<file path="src/rtl/chunked_seq_adder_pkg.sv">
// rtl/chunked_seq_adder_pkg.sv - shared types and helpers for the chunked sequential adder
package chunked_seq_adder_pkg;

    typedef enum logic [1:0] {
        IDLE = 2'd0,
        RUN  = 2'd1,
        DONE = 2'd2
    } state_t;

    // Chunk index width; at least one bit even when there is a single chunk
    function automatic int idx_width(input int n);
        return $clog2((n > 2) ? n : 2);
    endfunction

endpackage

</file>
<file path="src/rtl/chunked_seq_adder_slice.sv">
// rtl/chunked_seq_adder_slice.sv - combinational CHUNK-bit ripple-carry slice
module chunk_ripple_adder #(
    parameter int CHUNK = 4
) (
    input  logic [CHUNK-1:0] a,
    input  logic [CHUNK-1:0] b,
    input  logic             ci,
    output logic [CHUNK-1:0] sum,
    output logic             co
);

    logic [CHUNK:0] c;

    assign c[0] = ci;

    for (genvar i = 0; i < CHUNK; i++) begin : g_bit
        assign sum[i]   = a[i] ^ b[i] ^ c[i];
        assign c[i + 1] = (a[i] & b[i]) | (c[i] & (a[i] ^ b[i]));
    end

    assign co = c[CHUNK];

endmodule

</file>
<file path="src/rtl/chunked_seq_adder.sv">
// rtl/chunked_seq_adder.sv - multi-cycle add/sub reusing one ripple slice per chunk
import chunked_seq_adder_pkg::*;

module chunked_seq_adder #(
    parameter int WIDTH = 16,
    parameter int CHUNK = 4
) (
    input  logic             clk,
    input  logic             reset,
    input  logic             in_valid,
    output logic             in_ready,
    input  logic [WIDTH-1:0] a,
    input  logic [WIDTH-1:0] b,
    input  logic             sub,
    output logic             out_valid,
    input  logic             out_ready,
    output logic [WIDTH:0]   sum
);

    localparam int N  = WIDTH / CHUNK;
    localparam int KW = idx_width(N);
    localparam logic [KW-1:0] K_LAST = KW'(N - 1);

    state_t           state;
    logic [WIDTH-1:0] a_q;
    logic [WIDTH-1:0] b_q;
    logic             carry;
    logic [KW-1:0]    k;
    logic [WIDTH:0]   res_q;

    logic [CHUNK-1:0] a_chunk;
    logic [CHUNK-1:0] b_chunk;
    logic [CHUNK-1:0] s_chunk;
    logic             co;

    // Pick chunk k out of the captured operands for the shared slice
    always_comb begin
        a_chunk = '0;
        b_chunk = '0;
        for (int i = 0; i < N; i++) begin
            if (k == KW'(i)) begin
                a_chunk = a_q[i*CHUNK +: CHUNK];
                b_chunk = b_q[i*CHUNK +: CHUNK];
            end
        end
    end

    chunk_ripple_adder #(
        .CHUNK (CHUNK)
    ) u_slice (
        .a   (a_chunk),
        .b   (b_chunk),
        .ci  (carry),
        .sum (s_chunk),
        .co  (co)
    );

    assign sum = res_q;

    // Control FSM plus operand, carry, index and result registers
    always_ff @(posedge clk) begin
        if (reset) begin
            state     <= IDLE;
            in_ready  <= 1'b1;
            out_valid <= 1'b0;
            a_q       <= '0;
            b_q       <= '0;
            carry     <= 1'b0;
            k         <= '0;
            res_q     <= '0;
        end else begin
            case (state)
                IDLE: begin
                    if (in_valid && in_ready) begin
                        // Subtraction is a + ~b + 1: invert b here, seed the carry with sub
                        a_q      <= a;
                        b_q      <= b ^ {WIDTH{sub}};
                        carry    <= sub;
                        k        <= '0;
                        in_ready <= 1'b0;
                        state    <= RUN;
                    end
                end
                RUN: begin
                    for (int i = 0; i < N; i++) begin
                        if (k == KW'(i)) begin
                            res_q[i*CHUNK +: CHUNK] <= s_chunk;
                        end
                    end
                    carry <= co;
                    k     <= k + KW'(1);
                    if (k == K_LAST) begin
                        res_q[WIDTH] <= co;
                        out_valid    <= 1'b1;
                        state        <= DONE;
                    end
                end
                DONE: begin
                    if (out_ready) begin
                        out_valid <= 1'b0;
                        in_ready  <= 1'b1;
                        state     <= IDLE;
                    end
                end
                default: begin
                    out_valid <= 1'b0;
                    in_ready  <= 1'b1;
                    state     <= IDLE;
                end
            endcase
        end
    end

endmodule

</file>
<file path="config.mk">
export PLATFORM = sky130hd
export DESIGN_NAME = chunked_seq_adder
export DESIGN_NICKNAME = d
export VERILOG_FILES = /design/src/rtl/chunked_seq_adder_pkg.sv /design/src/rtl/chunked_seq_adder_slice.sv /design/src/rtl/chunked_seq_adder.sv
export SDC_FILE = /design/constraint.sdc
export NUM_CORES = 1
export LEC_CHECK = 0
export ABC_AREA = 1
export CAP_MARGIN = 20
export CORE_MARGIN = 2
export CORE_UTILIZATION = 54
export DETAILED_ROUTE_END_ITERATION = 16
export GPL_TIMING_DRIVEN = 0
export HOLD_SLACK_MARGIN = 0.1
export PLACE_DENSITY = 0.9
export RECOVER_POWER = 100
export SKIP_LAST_GASP = 1
export SLEW_MARGIN = 5
export SYNTH_ARGS = -nofsm -noshare
export SYNTH_HDL_FRONTEND = slang
export SYNTH_SLANG_ARGS = --single-unit
</file>
<file path="constraint.sdc">
create_clock -name clk -period 4.8 [get_ports clk]
set_input_delay 0.72 -clock clk [delete_from_list [all_inputs] [get_ports clk]]
set_output_delay 0.72 -clock clk [all_outputs]
set_load 0.01 [all_outputs]
</file>
* After elaboration in Yosys (flattened, before gate mapping)
Index checks and enable logic that the tools add are counted.
** Storage, ports and cells
- Bits in registers :: 56
- Input bits :: 37
- Output and inout bits :: 19
- Logic and storage cells :: 78
** Operators by class
- $add $sub $neg :: 1
- Equal/unequal tests :: 8
- Mux-type cells :: 22
- Bitwise logic cells :: 23
- Reductions and logical operators :: 13
** Operators with widths (count)
- 4-bit 2-to-1 mux :: 8
- 16-bit bitwise XOR :: 1
- 2-bit AND reduction :: 6
- 3-bit AND reduction :: 3
- 1-bit AND :: 8
- 2-bit 2-to-1 mux :: 4
- 1-bit bitwise XOR :: 8
- 2-bit == test, second input constant :: 3
- 2-bit != test, second input constant :: 3
- 1-bit case mux with 3 select lines :: 2
- 2-bit case mux with 3 select lines :: 1
- 1-bit 2-to-1 mux :: 5
- 2-bit by 1-bit == test with 1-bit output, second input constant :: 2
- 2-bit logical NOT :: 2
- 1-bit OR :: 4
- 2-bit case mux with 2 select lines :: 1
- 2-bit by 1-bit adder with 2-bit output, second input constant :: 1
- 1-bit NOT :: 2
- 1-bit case mux with 2 select lines :: 1
- 2-bit nonzero test :: 1
- 1-bit logical AND :: 1

* Logic depth before layout (Yosys ltp)
Gate-level depths: netlist (run 1).
- Depth after elaboration :: 15
- Gate-level depth with buffers :: 16
- Mapped depth without buffers :: 16

* By module
A second synthesis (run 1) with hierarchy kept.
** Second synthesis, totals
- Cell total of the unflattened synthesis :: 352
- Area total of the unflattened synthesis :: 2620.0 sq um
** Modules (own cells, without submodules)
- chunked_seq_adder :: times used 1, cells each 338, area each 2502.4 sq um, sequential area each 1121.1 sq um
- chunk_ripple_adder :: times used 1, cells each 14, area each 117.6 sq um, sequential area each 0.0 sq um

* Worst setup path before layout (run 1)
No wires, ideal clock.
- Kind :: flip-flop to flip-flop
- Start point :: reg k[0]
- End point :: reg res_q[15], in the netlist sum[15]
- Library setup time :: 116 ps
- Data arrival time :: 2766 ps
- Data required time :: 4684 ps
- Path slack :: 1918 ps
- Stages on the path, launching flop included :: 12
- Cells stage by stage :: dfxtp_1 ha_1 clkbuf_1 nor2_1 a22oi_1 fa_1 inv_1 fa_1 fa_1 fa_1 nor2_1 nor2_1
** On the way
- Word-level cells in the longest chain between the ends :: 13
** RTL lines
- from (decl) :: line chunked_seq_adder.sv:28 : logic [KW-1:0] k;
- from (signal assigned) :: line chunked_seq_adder.sv:91 : k <= k + KW'(1);
- 2-bit logical NOT :: line chunked_seq_adder.sv:41 : if (k == KW'(i)) begin
- 4-bit 2-to-1 mux (4 in a row) :: line chunked_seq_adder.sv:41
- 1-bit bitwise XOR :: line chunked_seq_adder_slice.sv:18 : assign c[i + 1] = (a[i] & b[i]) | (c[i] & (a[i] ^ b[i]));
- 1-bit AND :: line chunked_seq_adder_slice.sv:18
- 1-bit OR :: line chunked_seq_adder_slice.sv:18
- 1-bit AND :: line chunked_seq_adder_slice.sv:18
- 1-bit OR :: line chunked_seq_adder_slice.sv:18
- 1-bit AND :: line chunked_seq_adder_slice.sv:18
- 1-bit OR :: line chunked_seq_adder_slice.sv:18
- 1-bit bitwise XOR (*) :: line chunked_seq_adder_slice.sv:17 : assign sum[i] = a[i] ^ b[i] ^ c[i];
- named net s_chunk[3] :: line chunked_seq_adder.sv:33 : logic [CHUNK-1:0] s_chunk;
- to (signal, indexed assignment) :: line chunked_seq_adder.sv:87 : res_q[i*CHUNK +: CHUNK] <= s_chunk;
- to (signal, indexed assignment) :: line chunked_seq_adder.sv:93 : res_q[WIDTH] <= co;
- to (decl) :: line chunked_seq_adder.sv:29 : logic [WIDTH:0] res_q;
Mark *: on every way through the listed nets, which the timed path passes. The rest lies on a longest branch.
A chain may end at the register's enable or synchronous reset.

* Worst setup path after layout (run 1)
- Start point :: reg k[0]
- End point :: reg res_q[3], in the netlist sum[3]
Same word-level chain as after synthesis.

==> results of run 1 <==
## cell usage after synthesis
| master | number |
|---|---|
| nor2_1 | 75 |
| nand2_1 | 64 |
| dfxtp_1 | 56 |
| o21ai_0 | 40 |
| a21oi_1 | 35 |
| inv_1 | 16 |
| xor2_1 | 16 |
| clkbuf_1 | 6 |
| buf_4 | 5 |
| fa_1 | 4 |
| ha_1 | 4 |
| buf_6 | 3 |
| nand3_1 | 3 |
| o211ai_1 | 3 |
| and2_1 | 2 |
| inv_2 | 2 |
| nand2_2 | 2 |
| o21ai_1 | 2 |
| a21o_1 | 1 |
| a22oi_1 | 1 |
| buf_2 | 1 |
| clkinv_1 | 1 |
| nand2_4 | 1 |
| nor2_2 | 1 |
| or2_2 | 1 |
## metal layers
metal | wire length, um | share of wire
met3 | 393 | 0.067
met1 | 2512 | 0.43
met2 | 2889 | 0.49
met5 | 0 | 0
met4 | 105 | 0.018
## logic make-up after synthesis
logic type                 synth area share
and+or+nand+nor                      0.2278
adders and majority gates           0.05063
DFF                                  0.4362
buffers and inverters               0.06621
AOI/OAI and AO/OA                    0.1646
xor gates and xnor gates            0.05453
## per-stage QoR
step                      setup slack [ps]    util  instance area (um2)
final                                 1309  0.6956                 3242
after CTS                             1551  0.7017                 3271
after global placement                1655  0.6819                 3178
after detailed placement              1566  0.6819                 3178
after global routing                  1101  0.6956                 3242
after floorplan                       1918       -                 2570
## tightest hold or removal path: stages (launching register included)
cell and delay (ps):
dfxtp_1 320, nand2_1 60, a21oi_1 50
## cell type report
cell class / instances / area, um2 / share of cell area
Tap cell: 54 / 67.56 / 0.02084
Inverter: 19 / 71.32 / 0.02200
Timing Repair Buffer: 54 / 540.5 / 0.1667
Sequential cell: 56 / 1121 / 0.3458
Clock buffer: 6 / 82.58 / 0.02547
Multi-Input combinational cell: 255 / 1276 / 0.3937
Clock inverter: 2 / 10.01 / 0.003088
Buffer: 15 / 72.57 / 0.02239
## power by group
group | switching, mW | internal, mW
clock | 0.153 | 0.116
combinational | 0.130 | 0.0974
sequential | 0.0206 | 0.500
total | 0.304 | 0.713
## state kept, by name (all words and copies together) (netlist names)
signal / count
k: 2
a_q: 16
sum: 17
carry: 1
state: 2
b_q: 16
in_ready: 1
out_valid: 1
## path summary, 6_finish.rpt
check	from	end	slack, ps
hold reg to reg	b_q[11]$_SDFFE_PP0P_	b_q[11]$_SDFFE_PP0P_	470
hold / removal	b_q[11]$_SDFFE_PP0P_	b_q[11]$_SDFFE_PP0P_	470
setup / recovery	k[0]$_SDFFE_PP0P_	sum[3]$_SDFFE_PP0P_	1310
setup reg to reg	k[0]$_SDFFE_PP0P_	sum[3]$_SDFFE_PP0P_	1310
==> flow_summary.ini, run 1 <==
[die]
core-area_um2 = 4661
die_h_um = 72.99
io_pins = 56
num_rows = 25
die_w_um = 72.99
initial_core_util = 0.5514
die-area_um2 = 5327

[yosys]
avgSynthCellArea_um2 = 7.449
synth_top_area_frac = 0.4362
synth_top_cell_by_area = dfxtp_1
ys_types = 25
syn_inst = 345
synth_area_um2 = 2570
ys_ff_latch = 56
ys_warn_count = 0
synthTopCellsByArea = dfxtp_1, nor2_1, nand2_1
synthesis.nets = 390
synth-seq-area-share = 0.4362

[sta]
relSlewSlack = 0.6423
worst_pin_slew_ps = 536.6
rsz0062_at_grt = no
hold_viol_final = 0
setup_viol = 0
fin_crit_sh = 0.7272
min_period_ps = 3491
setup_tns_ps = 0
holdWs_ps = 469.1
fin_skew_ps = 8.505
slew_viol_final = 0
fmax_mhz = 286.5

[cts]
cts_setup_buffers = 0
cts-root-buf = clkbuf_8
cts_tree = yes
cts_buffers = 5
clockBufferDepth = 2
insertion_delay_ps = 320
cts_htree_levels = 2
cts_hold_buf = 0
path_clk_slew_ps = 100
cts_sinks = 56
cts_resized = 0

[routing]
avgViaCountPerCell = 5.269
antenna_left = 0
routed_wirelength_mm = 5.901
drtPass1Iterations = 5
drcViolationCount = 0
routed-via-count = 2429
post_drt_wl_per_cell_um = 12.80
drt_iter0_markers = 162

[finish]
layout_commonest_cell = nor2_1
fillers = 400
area_growth_pct = 26.14
drive_gt1_frac = 0.04177
finalNonFillerCells = 461
layout_common_cells = nor2_1, nand2_1, dfxtp_1
num-nets-final = 451
diodes = 0

[min_path]
hold_depth = 2
hold_path.class = register to register

[critical_path]
cp_slowest_cell = fa_1
cp-start-kind = register
r2r_cells = 14
end_kind = register
required_ps = 5020
cp.buffers_inverters = 4
arrival_ps = 3710
worstSetupPathType = register to register
max_stage_delay_ps = 530
crit_chain = inv_1, ha_1, clkbuf_1, inv_1, nor2_1, nor2_1, a22oi_1, fa_1, inv_1, fa_1, fa_1, fa_1, nor2_1, nor2_1
cp_num_cells = 14
crit_family = adder cells
path_max_fanout = 10

[grt]
grt_use_total = 0.2323
antenna_found_initial = 0
use_met3 = 0.04972
grt_pass1_wl_mm = 9.708
met2_usage = 0.3974
grt_pass1_vias = 2232
gr-usage-met1 = 0.2924
grt.overflow.total = 0
grt_max_degree = 17
top_usage_layer = met2

[pwr]
p_leak_nw = 1.436
ir_drop_uv = 159.2
p_total_mw = 1.017
powerDensity_nw_per_um2 = 313.6

[placed_design]
port_buffers = 54
place_congestion = 0.8098
post-dp-hpwl_mm = 4.361
place_inst = 453

[run]
drv_cap = 0

[outcome]
outcome = completed
Power figures use the tool's default switching activity.
==> run 2: changes to the inputs <==
Settings changed: CORE_UTILIZATION 54 to 45, PLACE_DENSITY 0.9 to 0.81.
Clock period 4.8 ns to 2.95 ns, I/O delays scaled along.
==> run 2 against run 1 <==
Against the previous run: combinational power increased by 78%; hold slack worse by 1.1 ps; fmax increased by 22%; largest power group unchanged; highest routed layer unchanged.
==> flow_summary.ini, run 2 (synthesis gave the netlist of run 1 again) <==
[grt]
gr-usage-met1 = 0.2500
antenna_found_initial = 0
met2_usage = 0.3580
use_met3 = 0.04299
grt_use_total = 0.2025
grt_pass1_vias = 2250
grt.overflow.total = 0
grt_max_degree = 16
top_usage_layer = met2
grt_pass1_wl_mm = 10.07

[critical_path]
end_kind = register
arrival_ps = 3120
r2r_setup_slack_ps = 90
path_max_fanout = 4
cp-start-kind = register
worstSetupPathType = register to register
required_ps = 3200

[sta]
min_period_ps = 2864
slew_viol_final = 0
fmax_mhz = 349.1
setup_viol = 0
finalWorstSetupSlack_ps = 85.78
hold_viol_final = 0
fin_crit_sh = 0.9709
relSlewSlack = 0.6830
fin_skew_ps = 6.166
rsz0062_at_grt = yes
worst_pin_slew_ps = 475.5
setup_tns_ps = 0

[die]
num_rows = 27
die_h_um = 79.57
die-area_um2 = 6331
initial_core_util = 0.4667
die_w_um = 79.57
io_pins = 56
core-area_um2 = 5507

[finish]
area_growth_pct = 32.57
layout_common_cells = nor2_1, nand2_1, dfxtp_1
largest_reg_flops = 17
fillers = 478
multi_input_area_um2 = 1341
layout_commonest_cell = nor2_1
diodes = 0
drive_gt1_frac = 0.1019
seq_area_um2 = 1129
num-nets-final = 457

[routing]
routed-via-count = 2394
drcViolationCount = 0
drtPass1Iterations = 4
avgViaCountPerCell = 4.946
antenna_left = 0
post_drt_wl_per_cell_um = 12.70
drt_iter0_markers = 161
routed_wirelength_mm = 6.145

[placed_design]
place_congestion = 0.8134
placement.setup.worst_slack_ps = -227.7
port_buffers = 54
post-dp-hpwl_mm = 4.402

[cts]
cts_buffers = 5
path_clk_slew_ps = 90
cts-root-buf = clkbuf_8
cts_htree_levels = 2
insertion_delay_ps = 310
cts_sinks = 56
clockBufferDepth = 2
cts_tree = yes

[min_path]
hold_path.class = register to register

[outcome]
outcome = completed

[pwr]
ir_drop_uv = 257.2
powerDensity_nw_per_um2 = 498.4
p_leak_nw = 1.468

[run]
drv_cap = 0
[run 2: changes by cell type in the layout (fill, tap and decap cells not counted), moves of 3 or more]
cell | previous run | this run
buf_4 | 2 | 10
fa_1 | 4 | 0
fa_2 | 0 | 4
ha_1 | 4 | 0
ha_4 | 0 | 3
inv_1 | 17 | 14
[run 2: through the flow]
stage          instance area (um2)  hold WS, ps  instances  power [mW]  utilization
2_1_floorplan                 2570        438.9        345       1.097            -
3_3_place_gp                  3201        450.5        471       1.235       0.5812
3_5_place_dp                  3201        456.2        471       1.243       0.5812
4_1_cts                       3407        470.7        484       1.701       0.6187
5_1_grt                       3407        498.4        484       1.785       0.6187
6_report                      3407        468.0        484       1.698       0.6187
[run 2: cell type report]
type                    instances  area share
multi-input cells             255      0.3937
flip-flops and latches         56      0.3313
repair buffers                 61      0.1741
clock buffers                   7     0.02828
well taps                      72     0.02644
inverters                      19     0.02497
plain buffers                  14     0.02130
[run 2: report_power, final]
part	internal, mW	leakage [nW]	switching [mW]
Clock	0.210	0.0503	0.235
Combinational	0.181	0.958	0.224
Sequential	0.813	0.460	0.0354
Total	1.20	1.47	0.495
[run 2: final timing paths]
check	from	to	cells past startpoint
setup / recovery	k[0]$_SDFFE_PP0P_	sum[15]$_SDFFE_PP0P_	13
hold / removal	b_q[12]$_SDFFE_PP0P_	b_q[12]$_SDFFE_PP0P_	2
setup reg to reg	k[0]$_SDFFE_PP0P_	sum[15]$_SDFFE_PP0P_	13
hold reg to reg	b_q[12]$_SDFFE_PP0P_	b_q[12]$_SDFFE_PP0P_	2
[run 2: worst max-delay path, stage by stage, from the launching register on]
cell,delay (ps)
dfxtp_4,370
inv_4,70
ha_4,170
clkinvlp_4,120
nor2_2,130
nor2_1,50
a22oi_2,190
fa_2,230
inv_1,50
fa_2,330
fa_2,340
fa_2,590
nor2_1,60
nor2_1,90
[run 2: routing by layer]
metal	vias up	share of wire	wire, um
li1	1238	-	-
met1	1078	0.45	2736
met2	67	0.49	2988
met3	11	0.055	335
met4	0	0.014	85
met5	-	0	0
[run 2: repair_timing]
| action | 4_1_cts | 5_1_grt |
|---|---|---|
| buffers inserted | 6 | 1 |
| hold buffers | 0 | 0 |
| resized for setup | 21 | 11 |
| setup endpoints to repair | 6 | 5 |
| pin swaps | 4 | 10 |
